[config.mk]
export PLATFORM = sky130hd
export DESIGN_NAME = dr_insp_multi_flat
export DESIGN_NICKNAME = d
export VERILOG_FILES = /design/src/rtl/dr_pkg.sv /design/src/rtl/dr_insp_multi_if.sv /design/src/rtl/dr_lane_cmp.sv /design/src/rtl/dr_insp_multi.sv /design/src/flat_wrapper.sv
export SDC_FILE = /design/constraint.sdc
export NUM_CORES = 2
export LEC_CHECK = 0
export BUFFER_PORTS_ARGS = -buffer_cell sky130_fd_sc_hd__buf_2
export CAP_MARGIN = 20
export CORE_MARGIN = 10
export CORE_UTILIZATION = 32
export CTS_CLUSTER_SIZE = 16
export DETAILED_ROUTE_END_ITERATION = 6
export HOLD_SLACK_MARGIN = 0.03
export MAX_ROUTING_LAYER = met4
export PLACE_DENSITY = 0.51
export RECOVER_POWER = 50
export SETUP_SLACK_MARGIN = 0.5
export SLEW_MARGIN = 30
export SYNTH_ARGS = -nofsm -noshare
export SYNTH_HDL_FRONTEND = slang
export SYNTH_SLANG_ARGS = --single-unit
export TNS_END_PERCENT = 5
[constraint.sdc]
create_clock -name clk -period 3.12 [get_ports clk]
set_input_delay 0.624 -clock clk [delete_from_list [all_inputs] [get_ports clk]]
set_output_delay 0.624 -clock clk [all_outputs]
set_load 0.05 [all_outputs]
[src/rtl/dr_pkg.sv]
// rtl/dr_pkg.sv - shared types and constants for the multi-lane prediction inspector
package dr_pkg;

    typedef enum logic {
        RUN   = 1'b0,
        FLUSH = 1'b1
    } dr_state_e;

    localparam int MISS_CNT_W = 16;
    localparam int DEF_OFF_W  = 32;
    localparam int DEF_COL_W  = 16;

endpackage

[src/rtl/dr_insp_multi_if.sv]
// rtl/dr_insp_multi_if.sv - prediction beat in/out bundle between front end, inspector and SpMV datapath
interface dr_insp_multi_if
    import dr_pkg::*;
#(
    parameter int LANES = 4,
    parameter int OFF_W = DEF_OFF_W,
    parameter int COL_W = DEF_COL_W
);
    logic                   in_valid;
    logic                   in_ready;
    logic [LANES*OFF_W-1:0] offset1;
    logic [LANES*OFF_W-1:0] offset2;
    logic [LANES*OFF_W-1:0] in_prediction;
    logic [LANES*COL_W-1:0] col1;
    logic [LANES*COL_W-1:0] col2;
    logic [LANES*COL_W-1:0] in_prediction_col;
    logic                   out_valid;
    logic [LANES*OFF_W-1:0] out_prediction;
    logic [LANES*COL_W-1:0] out_prediction_col;
    logic [LANES-1:0]       out_lane_miss;

    modport master (
        output in_valid, offset1, offset2, in_prediction, col1, col2, in_prediction_col,
        input  in_ready, out_valid, out_prediction, out_prediction_col, out_lane_miss
    );

    modport slave (
        input  in_valid, offset1, offset2, in_prediction, col1, col2, in_prediction_col,
        output in_ready, out_valid, out_prediction, out_prediction_col, out_lane_miss
    );
endinterface

[src/rtl/dr_lane_cmp.sv]
// rtl/dr_lane_cmp.sv - one lane: offset/column differences for S1 and predicted-vs-actual compare for S2
module dr_lane_cmp
    import dr_pkg::*;
#(
    parameter int OFF_W     = DEF_OFF_W,
    parameter int COL_W     = DEF_COL_W,
    parameter int CHECK_COL = 1
) (
    input  logic [OFF_W-1:0] i_offset1,
    input  logic [OFF_W-1:0] i_offset2,
    input  logic [COL_W-1:0] i_col1,
    input  logic [COL_W-1:0] i_col2,
    output logic [OFF_W-1:0] o_nnz,
    output logic [COL_W-1:0] o_colidx,
    input  logic [OFF_W-1:0] i_nnz_q,
    input  logic [COL_W-1:0] i_colidx_q,
    input  logic [OFF_W-1:0] i_pred,
    input  logic [COL_W-1:0] i_pred_col,
    output logic             o_miss
);
    logic w_nnz_miss;
    logic w_col_miss;

    // Differences wrap modulo the field width; no sign extension is wanted.
    assign o_nnz    = i_offset1 - i_offset2;
    assign o_colidx = i_col1 - i_col2;

    assign w_nnz_miss = (i_nnz_q != i_pred);
    assign w_col_miss = (i_colidx_q != i_pred_col);
    assign o_miss     = w_nnz_miss || ((CHECK_COL != 0) && w_col_miss);
endmodule

[src/rtl/dr_insp_multi.sv]
// rtl/dr_insp_multi.sv - multi-lane NNZ/column prediction inspector with mispredict flush and miss counter
module dr_insp_multi
    import dr_pkg::*;
#(
    parameter int OFF_W      = DEF_OFF_W,
    parameter int COL_W      = DEF_COL_W,
    parameter int LANES      = 4,
    parameter int FLUSH_HOLD = 4,
    parameter int CHECK_COL  = 1,
    parameter int CNT_W      = MISS_CNT_W
) (
    input  logic             clk,
    input  logic             rst,
    dr_insp_multi_if.slave   bus,
    input  logic             cnt_clr,
    output logic             flush,
    output logic [CNT_W-1:0] miss_count
);
    localparam int HOLD_W = (FLUSH_HOLD > 1) ? $clog2(FLUSH_HOLD) : 1;

    dr_state_e               r_state;
    logic [HOLD_W-1:0]       r_hold;

    logic [LANES-1:0][OFF_W-1:0] w_nnz;
    logic [LANES-1:0][COL_W-1:0] w_colidx;
    logic [LANES-1:0]            w_lane_miss;

    logic [LANES-1:0][OFF_W-1:0] r_s1_nnz;
    logic [LANES-1:0][COL_W-1:0] r_s1_colidx;
    logic [LANES*OFF_W-1:0]      r_s1_pred;
    logic [LANES*COL_W-1:0]      r_s1_pred_col;
    logic                        r_v1;

    logic [LANES*OFF_W-1:0]      r_s2_pred;
    logic [LANES*COL_W-1:0]      r_s2_pred_col;
    logic [LANES-1:0]            r_s2_lane_miss;
    logic                        r_v2;
    logic                        r_s2_any;

    logic w_run;
    logic w_accept;
    logic w_enter_flush;
    logic w_s2_load;
    logic w_cnt_sat;

    genvar g;
    generate
        for (g = 0; g < LANES; g++) begin : g_lane
            dr_lane_cmp #(
                .OFF_W     (OFF_W),
                .COL_W     (COL_W),
                .CHECK_COL (CHECK_COL)
            ) u_cmp (
                .i_offset1  (bus.offset1[g*OFF_W +: OFF_W]),
                .i_offset2  (bus.offset2[g*OFF_W +: OFF_W]),
                .i_col1     (bus.col1[g*COL_W +: COL_W]),
                .i_col2     (bus.col2[g*COL_W +: COL_W]),
                .o_nnz      (w_nnz[g]),
                .o_colidx   (w_colidx[g]),
                .i_nnz_q    (r_s1_nnz[g]),
                .i_colidx_q (r_s1_colidx[g]),
                .i_pred     (r_s1_pred[g*OFF_W +: OFF_W]),
                .i_pred_col (r_s1_pred_col[g*COL_W +: COL_W]),
                .o_miss     (w_lane_miss[g])
            );
        end
    endgenerate

    assign w_run         = (r_state == RUN);
    assign bus.in_ready  = w_run;
    assign w_accept      = bus.in_valid && w_run;
    assign w_enter_flush = w_run && r_s2_any;
    // Entering flush squashes whatever is in S1 and whatever is being accepted on that edge.
    assign w_s2_load     = r_v1 && w_run && !w_enter_flush;
    assign w_cnt_sat     = &miss_count;

    always_ff @(posedge clk) begin
        if (!rst) begin
            r_s1_nnz               <= '0;
            r_s1_colidx            <= '0;
            r_s1_pred              <= '0;
            r_s1_pred_col          <= '0;
            r_v1                   <= 1'b0;
            r_s2_pred              <= '0;
            r_s2_pred_col          <= '0;
            r_s2_lane_miss         <= '0;
            r_v2                   <= 1'b0;
            r_s2_any               <= 1'b0;
            bus.out_valid          <= 1'b0;
            bus.out_prediction     <= '0;
            bus.out_prediction_col <= '0;
            bus.out_lane_miss      <= '0;
        end else begin
            r_v1 <= w_accept && !w_enter_flush;
            if (w_accept) begin
                r_s1_nnz      <= w_nnz;
                r_s1_colidx   <= w_colidx;
                r_s1_pred     <= bus.in_prediction;
                r_s1_pred_col <= bus.in_prediction_col;
            end

            r_v2           <= w_s2_load;
            r_s2_any       <= w_s2_load && (|w_lane_miss);
            r_s2_lane_miss <= w_lane_miss;
            r_s2_pred      <= r_s1_pred;
            r_s2_pred_col  <= r_s1_pred_col;

            bus.out_valid     <= r_v2;
            bus.out_lane_miss <= r_v2 ? r_s2_lane_miss : '0;
            if (r_v2) begin
                bus.out_prediction     <= r_s2_pred;
                bus.out_prediction_col <= r_s2_pred_col;
            end
        end
    end

    always_ff @(posedge clk) begin
        if (!rst) begin
            r_state <= RUN;
            r_hold  <= '0;
            flush   <= 1'b0;
        end else begin
            case (r_state)
                RUN: begin
                    if (r_s2_any) begin
                        r_state <= FLUSH;
                        r_hold  <= HOLD_W'(FLUSH_HOLD - 1);
                        flush   <= 1'b1;
                    end
                end
                FLUSH: begin
                    if (r_hold == '0) begin
                        r_state <= RUN;
                        flush   <= 1'b0;
                    end else begin
                        r_hold <= r_hold - 1'b1;
                    end
                end
                default: begin
                    r_state <= RUN;
                    flush   <= 1'b0;
                end
            endcase
        end
    end

    // Clear takes priority over a miss landing on the same edge.
    always_ff @(posedge clk) begin
        if (!rst || cnt_clr) begin
            miss_count <= '0;
        end else if (w_enter_flush && !w_cnt_sat) begin
            miss_count <= miss_count + 1'b1;
        end
    end
endmodule

[src/flat_wrapper.sv]
// flat-port wrapper written by rule: the top's interface ports become plain ports
module dr_insp_multi_flat import dr_pkg::*;
#(
    parameter int OFF_W      = DEF_OFF_W,
    parameter int COL_W      = DEF_COL_W,
    parameter int LANES      = 4,
    parameter int FLUSH_HOLD = 4,
    parameter int CHECK_COL  = 1,
    parameter int CNT_W      = MISS_CNT_W
)
  (clk, rst, cnt_clr, flush, miss_count, bus_in_valid, bus_offset1, bus_offset2, bus_in_prediction, bus_col1, bus_col2, bus_in_prediction_col, bus_in_ready, bus_out_valid, bus_out_prediction, bus_out_prediction_col, bus_out_lane_miss);
  dr_insp_multi_if #(.LANES(LANES), .OFF_W(OFF_W), .COL_W(COL_W)) bus_i ();
  input  logic clk;
  input  logic rst;
  input  logic cnt_clr;
  output logic flush;
  output logic [CNT_W-1:0] miss_count;
  input wire logic [$bits(bus_i.in_valid)-1:0] bus_in_valid;
  input wire logic [$bits(bus_i.offset1)-1:0] bus_offset1;
  input wire logic [$bits(bus_i.offset2)-1:0] bus_offset2;
  input wire logic [$bits(bus_i.in_prediction)-1:0] bus_in_prediction;
  input wire logic [$bits(bus_i.col1)-1:0] bus_col1;
  input wire logic [$bits(bus_i.col2)-1:0] bus_col2;
  input wire logic [$bits(bus_i.in_prediction_col)-1:0] bus_in_prediction_col;
  output wire logic [$bits(bus_i.in_ready)-1:0] bus_in_ready;
  output wire logic [$bits(bus_i.out_valid)-1:0] bus_out_valid;
  output wire logic [$bits(bus_i.out_prediction)-1:0] bus_out_prediction;
  output wire logic [$bits(bus_i.out_prediction_col)-1:0] bus_out_prediction_col;
  output wire logic [$bits(bus_i.out_lane_miss)-1:0] bus_out_lane_miss;
  assign bus_i.in_valid = bus_in_valid;
  assign bus_i.offset1 = bus_offset1;
  assign bus_i.offset2 = bus_offset2;
  assign bus_i.in_prediction = bus_in_prediction;
  assign bus_i.col1 = bus_col1;
  assign bus_i.col2 = bus_col2;
  assign bus_i.in_prediction_col = bus_in_prediction_col;
  assign bus_in_ready = bus_i.in_ready;
  assign bus_out_valid = bus_i.out_valid;
  assign bus_out_prediction = bus_i.out_prediction;
  assign bus_out_prediction_col = bus_i.out_prediction_col;
  assign bus_out_lane_miss = bus_i.out_lane_miss;
  dr_insp_multi #(.OFF_W(OFF_W), .COL_W(COL_W), .LANES(LANES), .FLUSH_HOLD(FLUSH_HOLD), .CHECK_COL(CHECK_COL), .CNT_W(CNT_W)) u_core (.clk(clk), .rst(rst), .bus(bus_i), .cnt_clr(cnt_clr), .flush(flush), .miss_count(miss_count));
endmodule
After elaboration in Yosys (flattened, before gate mapping)
Index checks and enable logic that the tools add are counted.
W data, S select, Z words.
{ "word_totals": {"regBits": 800, "input_bits": 580, "wordCells": 76} }
{ "op_classes": {"add_sub_neg": 10, "n_eq_ne": 11, "n_mux": 9, "bitwise_logic": 1, "reduce_logical": 21} }
{ "ops": {"columns": ["operator", "n"], "rows": [
  ["$ne A32 B32 Y1", 4],
  ["$sub A32 B32 Y32", 4],
  ["$ne A16 B16 Y1", 4],
  ["$sub A16 B16 Y16", 4],
  ["$add A16 B1 Y16 const B", 1],
  ["$reduce_and A16 Y1", 1],
  ["$logic_and A1 B1 Y1", 7],
  ["$reduce_and A2 Y1", 3],
  ["$logic_or A1 B1 Y1", 5],
  ["$mux W1", 4],
  ["$mux W2", 2],
  ["$ne A2 B2 Y1 const B", 2],
  ["$pmux W1 S2", 2],
  ["$pmux W2 S2", 1],
  ["$reduce_or A4 Y1", 1],
  ["$logic_not A1 Y1", 3],
  ["$logic_not A2 Y1", 1],
  ["$ne A2 B1 Y1 const B", 1],
  ["$sub A2 B1 Y2 const B", 1],
  ["$not A1 Y1", 1]
]} }

Logic depth before layout (Yosys ltp)
{ "logic_depth": {"word_depth": 5, "mapped_depth": 13} }

Modules after synthesis
Synthesis repeated with hierarchy kept, for this count alone.
{ "hier_totals": {"hier_cells": 4652, "area_unflattened_um2": 39756.9} }
{ "modules_own_cells": {"columns": ["mod", "instances", "cells_each", "area_each_um2", "seq_area_each_um2"], "rows": [
  ["dr_insp_multi", 1, 2828, 27037.2, 16015.4],
  ["dr_lane_cmp (u_core.g_lane[1].u_cmp)", 1, 500, 3408.3, 0.0],
  ["dr_lane_cmp (u_core.g_lane[0].u_cmp)", 1, 459, 3271.9, 0.0],
  ["dr_lane_cmp (u_core.g_lane[2].u_cmp)", 1, 432, 3029.2, 0.0],
  ["dr_lane_cmp (u_core.g_lane[3].u_cmp)", 1, 433, 3010.4, 0.0]
]} }

Worst setup path before layout
Ideal clock, no wire load.
{ "synth_timing": {"kind": "input -> register", "start": "in bus_offset1[64]", "end": "reg u_core.r_s1_nnz[94] (netlist bit)", "arrival_ns": 2.861, "path_slack_ns": 0.135, "cell_stages": 13, "path_buffers": 0, "path_cell_list": "inv_1 ha_1 fa_1 nand2b_1 a21oi_1 and4_1 o21ai_1 a21boi_1 a21oi_2 o31ai_1 o31a_1 xnor2_1 o21ai_1"} }
{ "synth_via": {"elab_chain_cells": 1} }
{ "synth_lines": {"columns": ["item", "line_no", "text"], "rows": [
  ["start: declaration", "flat_wrapper.sv:19", "input wire logic [$bits(bus_i.offset1)-1:0] bus_offset1;"],
  ["$sub A32 B32 Y32", "dr_lane_cmp.sv:25", "assign o_nnz = i_offset1 - i_offset2;"],
  ["end signal: assignment", "dr_insp_multi.sv:96", "r_s1_nnz <= w_nnz;"],
  ["end: declaration", "dr_insp_multi.sv:28", "logic [LANES-1:0][OFF_W-1:0] r_s1_nnz;"]
]} }
No other way between the ends.
A chain may end at the register's enable or synchronous reset.

==> impl_metrics.py <==
metrics = {
    "route": {
        "wl_per_cell_microns": 21.31,
        "vias": 30410,
        "vias_per_cell": 4.788,
        "wl_microns": 135300,
        "drtPass1Iterations": 5,
        "drt_first_iter_violations": 1789,
        "postRouteAntennaNets": 0,
        "drc": 0,
    },
    "pwr": {
        "p_total_mw": 27.61,
        "leakagePower_nw": 20.47,
        "ir_drop_mv": 0.3602,
        "powerDensity_nw_per_um2": 603.0,
    },
    "worst_hold_path": {
        "holdPathStages": 2,
        "hold_class": "in -> reg",
    },
    "timing": {
        "finalCritPeriodShare_pct": 86.89,
        "max_freq_mhz": 368.9,
        "hold_slack_ns": 0.1855,
        "hold_viol": 0,
        "slew_viol_final": 516,
        "setup_ws_ns": 0.4090,
        "rsz0062_at_grt": "yes",
        "slew_headroom_pct": -16.49,
        "clock_skew_ns": 0.02470,
        "min_period_ns": 2.711,
        "final-setup-viol-count": 0,
        "tightest_slew_ns": 1.747,
    },
    "global_routing": {
        "antenna_found_initial": 23,
        "grt.overflow.total": 0,
        "grt_pass1_vias": 30820,
        "grt_pass1_wl_microns": 197600,
        "grt_max_degree": 148,
        "track_usage_pct": 20.99,
    },
    "yosys": {
        "ys_ff_latch": 800,
        "yosys_warnings": 0,
        "syn_inst": 3911,
        "synth_flop_cell": "dfxtp_1",
        "synth-seq-area-share_pct": 44.34,
        "ys_async_sr_fraction_pct": 0,
        "synth-edff-count": 0,
        "synth.net_count": 4685,
        "ys_types": 73,
        "syn-cell-area_sq_um": 36120,
        "avgSynthCellArea_sq_um": 9.235,
    },
    "die": {
        "die_w_microns": 356.0,
        "dieArea_sq_um": 126700,
        "ios": 795,
        "rows": 123,
        "initial_core_util_pct": 32.15,
        "die_h_microns": 356.0,
        "core_area_sq_um": 112300,
    },
    "clocking": {
        "cts.sinks": 800,
        "cts_hold_buf": 0,
        "clkTransAtPathRegs_ns": 0.06,
        "htree_levels": 3,
        "tritoncts": "built",
        "ctsRootBufferMaster": "clkbuf_16",
        "cts_buffers": 89,
        "cts_max_path_buffers": 3,
        "clkLatencyLatePin_ns": 0.66,
    },
    "placement": {
        "pre_cts_slack_ns": -0.2808,
        "place_congestion": 0.9127,
        "port_buffers": 794,
        "hpwl_microns": 105400,
    },
    "finish": {
        "drive_gt1_share_pct": 23.46,
        "fin_nets": 5540,
        "areaGrowthSynthToFinish_pct": 26.76,
        "final_common_cell": "dfxtp_1",
        "final_cell_mix": "799 x dfxtp_1, 793 x buf_2, 334 x nor2_1, 304 x nand2_1, 276 x xnor2_1",
    },
    "worst_setup_path": {
        "rr_worst_depth": 3,
        "max_stage_delay_ns": 1.47,
        "crit_chain": "clkbuf_1 -> clkbuf_4 -> and2_0 -> o22a_1",
        "critPathRequiredTime_ns": 3.73,
        "cp_slowest_cell": "clkbuf_4",
        "crit_path_start_kind": "primary input",
        "critical_path_arrival_ns": 3.32,
        "path_class": "in -> reg",
        "crit_path_end_kind": "flop",
        "crit_fanout": 147,
    },
    "run_status": {
        "violations": "capacitance limit, slew limit",
        "status": "finished, violations left",
    },
    "job": {
        "max_cap_viol_count": 4,
    },
}
worst max-delay path, delay by kind of cell:
kind	cells	cell delay [ns]
AO/OA/AOI/OAI	1	0.16
buffers and inverters	2	2.08
AND/OR/NAND/NOR	1	0.39
worst paths after layout:
path	from	end	slack (ns)
max	rst	u_core.r_s1_pred_col[28]	0.41
min reg2reg	u_core.r_s2_any	u_core.r_v1	0.45
min	bus_in_prediction_col[48]	u_core.r_s1_pred_col[48]	0.19
max reg2reg	u_core.r_v2	u_core.bus.out_prediction[109]	0.46
layout make-up:
type / instances / area [sq um]
multi-input combinational: 2701 / 18670
antenna: 12 / 30.03
timing repair buffer: 941 / 5161
sequential: 800 / 16020
clock inverter: 39 / 571.8
inverter: 233 / 882.1
clock buffer: 124 / 2581
fill: 11500 / 66560
tap: 1500 / 1877
kinds of logic (layout without fill, tap and decap cells):
| family | count (synthesis) | count (layout) | synth area share (%) |
|---|---|---|---|
| compound gates | 824 | 824 | 15.57 |
| buf+inv | 410 | 1337 | 4.271 |
| fa+ha+maj | 194 | 194 | 6.887 |
| xor+xnor | 349 | 349 | 8.463 |
| other cells | 0 | 12 | 0 |
| simple gates | 1139 | 1139 | 15.07 |
| mux | 195 | 195 | 5.404 |
| flops | 800 | 800 | 44.34 |
synthesized netlist by cell type (all sizes together), types with 16 or more instances:
| library cell | number | area share [%] |
|---|---|---|
| nand4 | 65 | 1.1 |
| o21bai | 20 | 0.42 |
| nor3 | 31 | 0.43 |
| o21ai | 161 | 2.2 |
| dfxtp | 800 | 44 |
| nand2 | 306 | 3.2 |
| xnor2 | 276 | 6.7 |
| nand3 | 64 | 0.90 |
| o22a | 193 | 4.7 |
| or3 | 22 | 0.38 |
| a21oi | 224 | 3.2 |
| nor2b | 28 | 0.48 |
| clkbuf | 148 | 1.5 |
| and2 | 207 | 3.6 |
| ha | 186 | 6.4 |
| nor2 | 337 | 3.5 |
| o21a | 22 | 0.46 |
| and3 | 16 | 0.28 |
| mux2i | 195 | 5.4 |
| a21o | 63 | 1.3 |
| a211oi | 32 | 0.67 |
| nand2b | 28 | 0.48 |
| nor4 | 16 | 0.29 |
| xor2 | 73 | 1.8 |
| buf | 29 | 0.31 |
| inv | 233 | 2.4 |
routing by layer:
metal	global-route usage (%)	vias to the layer above	routed length [microns]
li1	-	15190	-
met1	25.46	14260	58790
met2	34.93	805	65420
met3	4.517	154	8146
met4	5.729	0	2964
met5	-	-	0
where the power goes:
part           internal [mW]  leakage [nW]  switching [mW]
Combinational           2.14          12.4            2.71
Sequential              10.9          6.57           0.516
Clock                   6.80          1.54            4.49
Total                   19.9          20.5            7.72
through the flow:
stage	cell area [sq um]	instances	utilization [%]	TNS, ns
after global routing	45780	6349	40.75	0
after detailed placement	42660	6174	37.97	-2.199
final	45790	6350	40.75	0
after CTS	45810	6337	40.78	0
after floorplan	36150	3911	-	0
after global placement	42660	6174	37.97	-1.408
state kept, by name (all words and copies together) (netlist names):
signal / count
u_core.r_hold: 2
u_core.r_v1: 1
u_core.r_state: 1
u_core.bus.out_prediction: 128
u_core.r_s1_pred_col: 64
u_core.flush: 1
u_core.r_s2_pred: 128
u_core.miss_count: 16
u_core.r_s1_pred: 128
u_core.r_s1_nnz: 128
u_core.bus.out_prediction_col: 64
u_core.bus.out_valid: 1
u_core.r_v2: 1
u_core.r_s2_any: 1
u_core.r_s1_colidx: 64
u_core.bus.out_lane_miss: 4
u_core.r_s2_lane_miss: 4
u_core.r_s2_pred_col: 64
repair_timing:
action,CTS,global route
gates resized for setup,1,7
pin swaps,0,0
setup buffers,0,1
endpoints found under the setup margin,1,26
No activity file was read; power rests on OpenSTA's default activity.
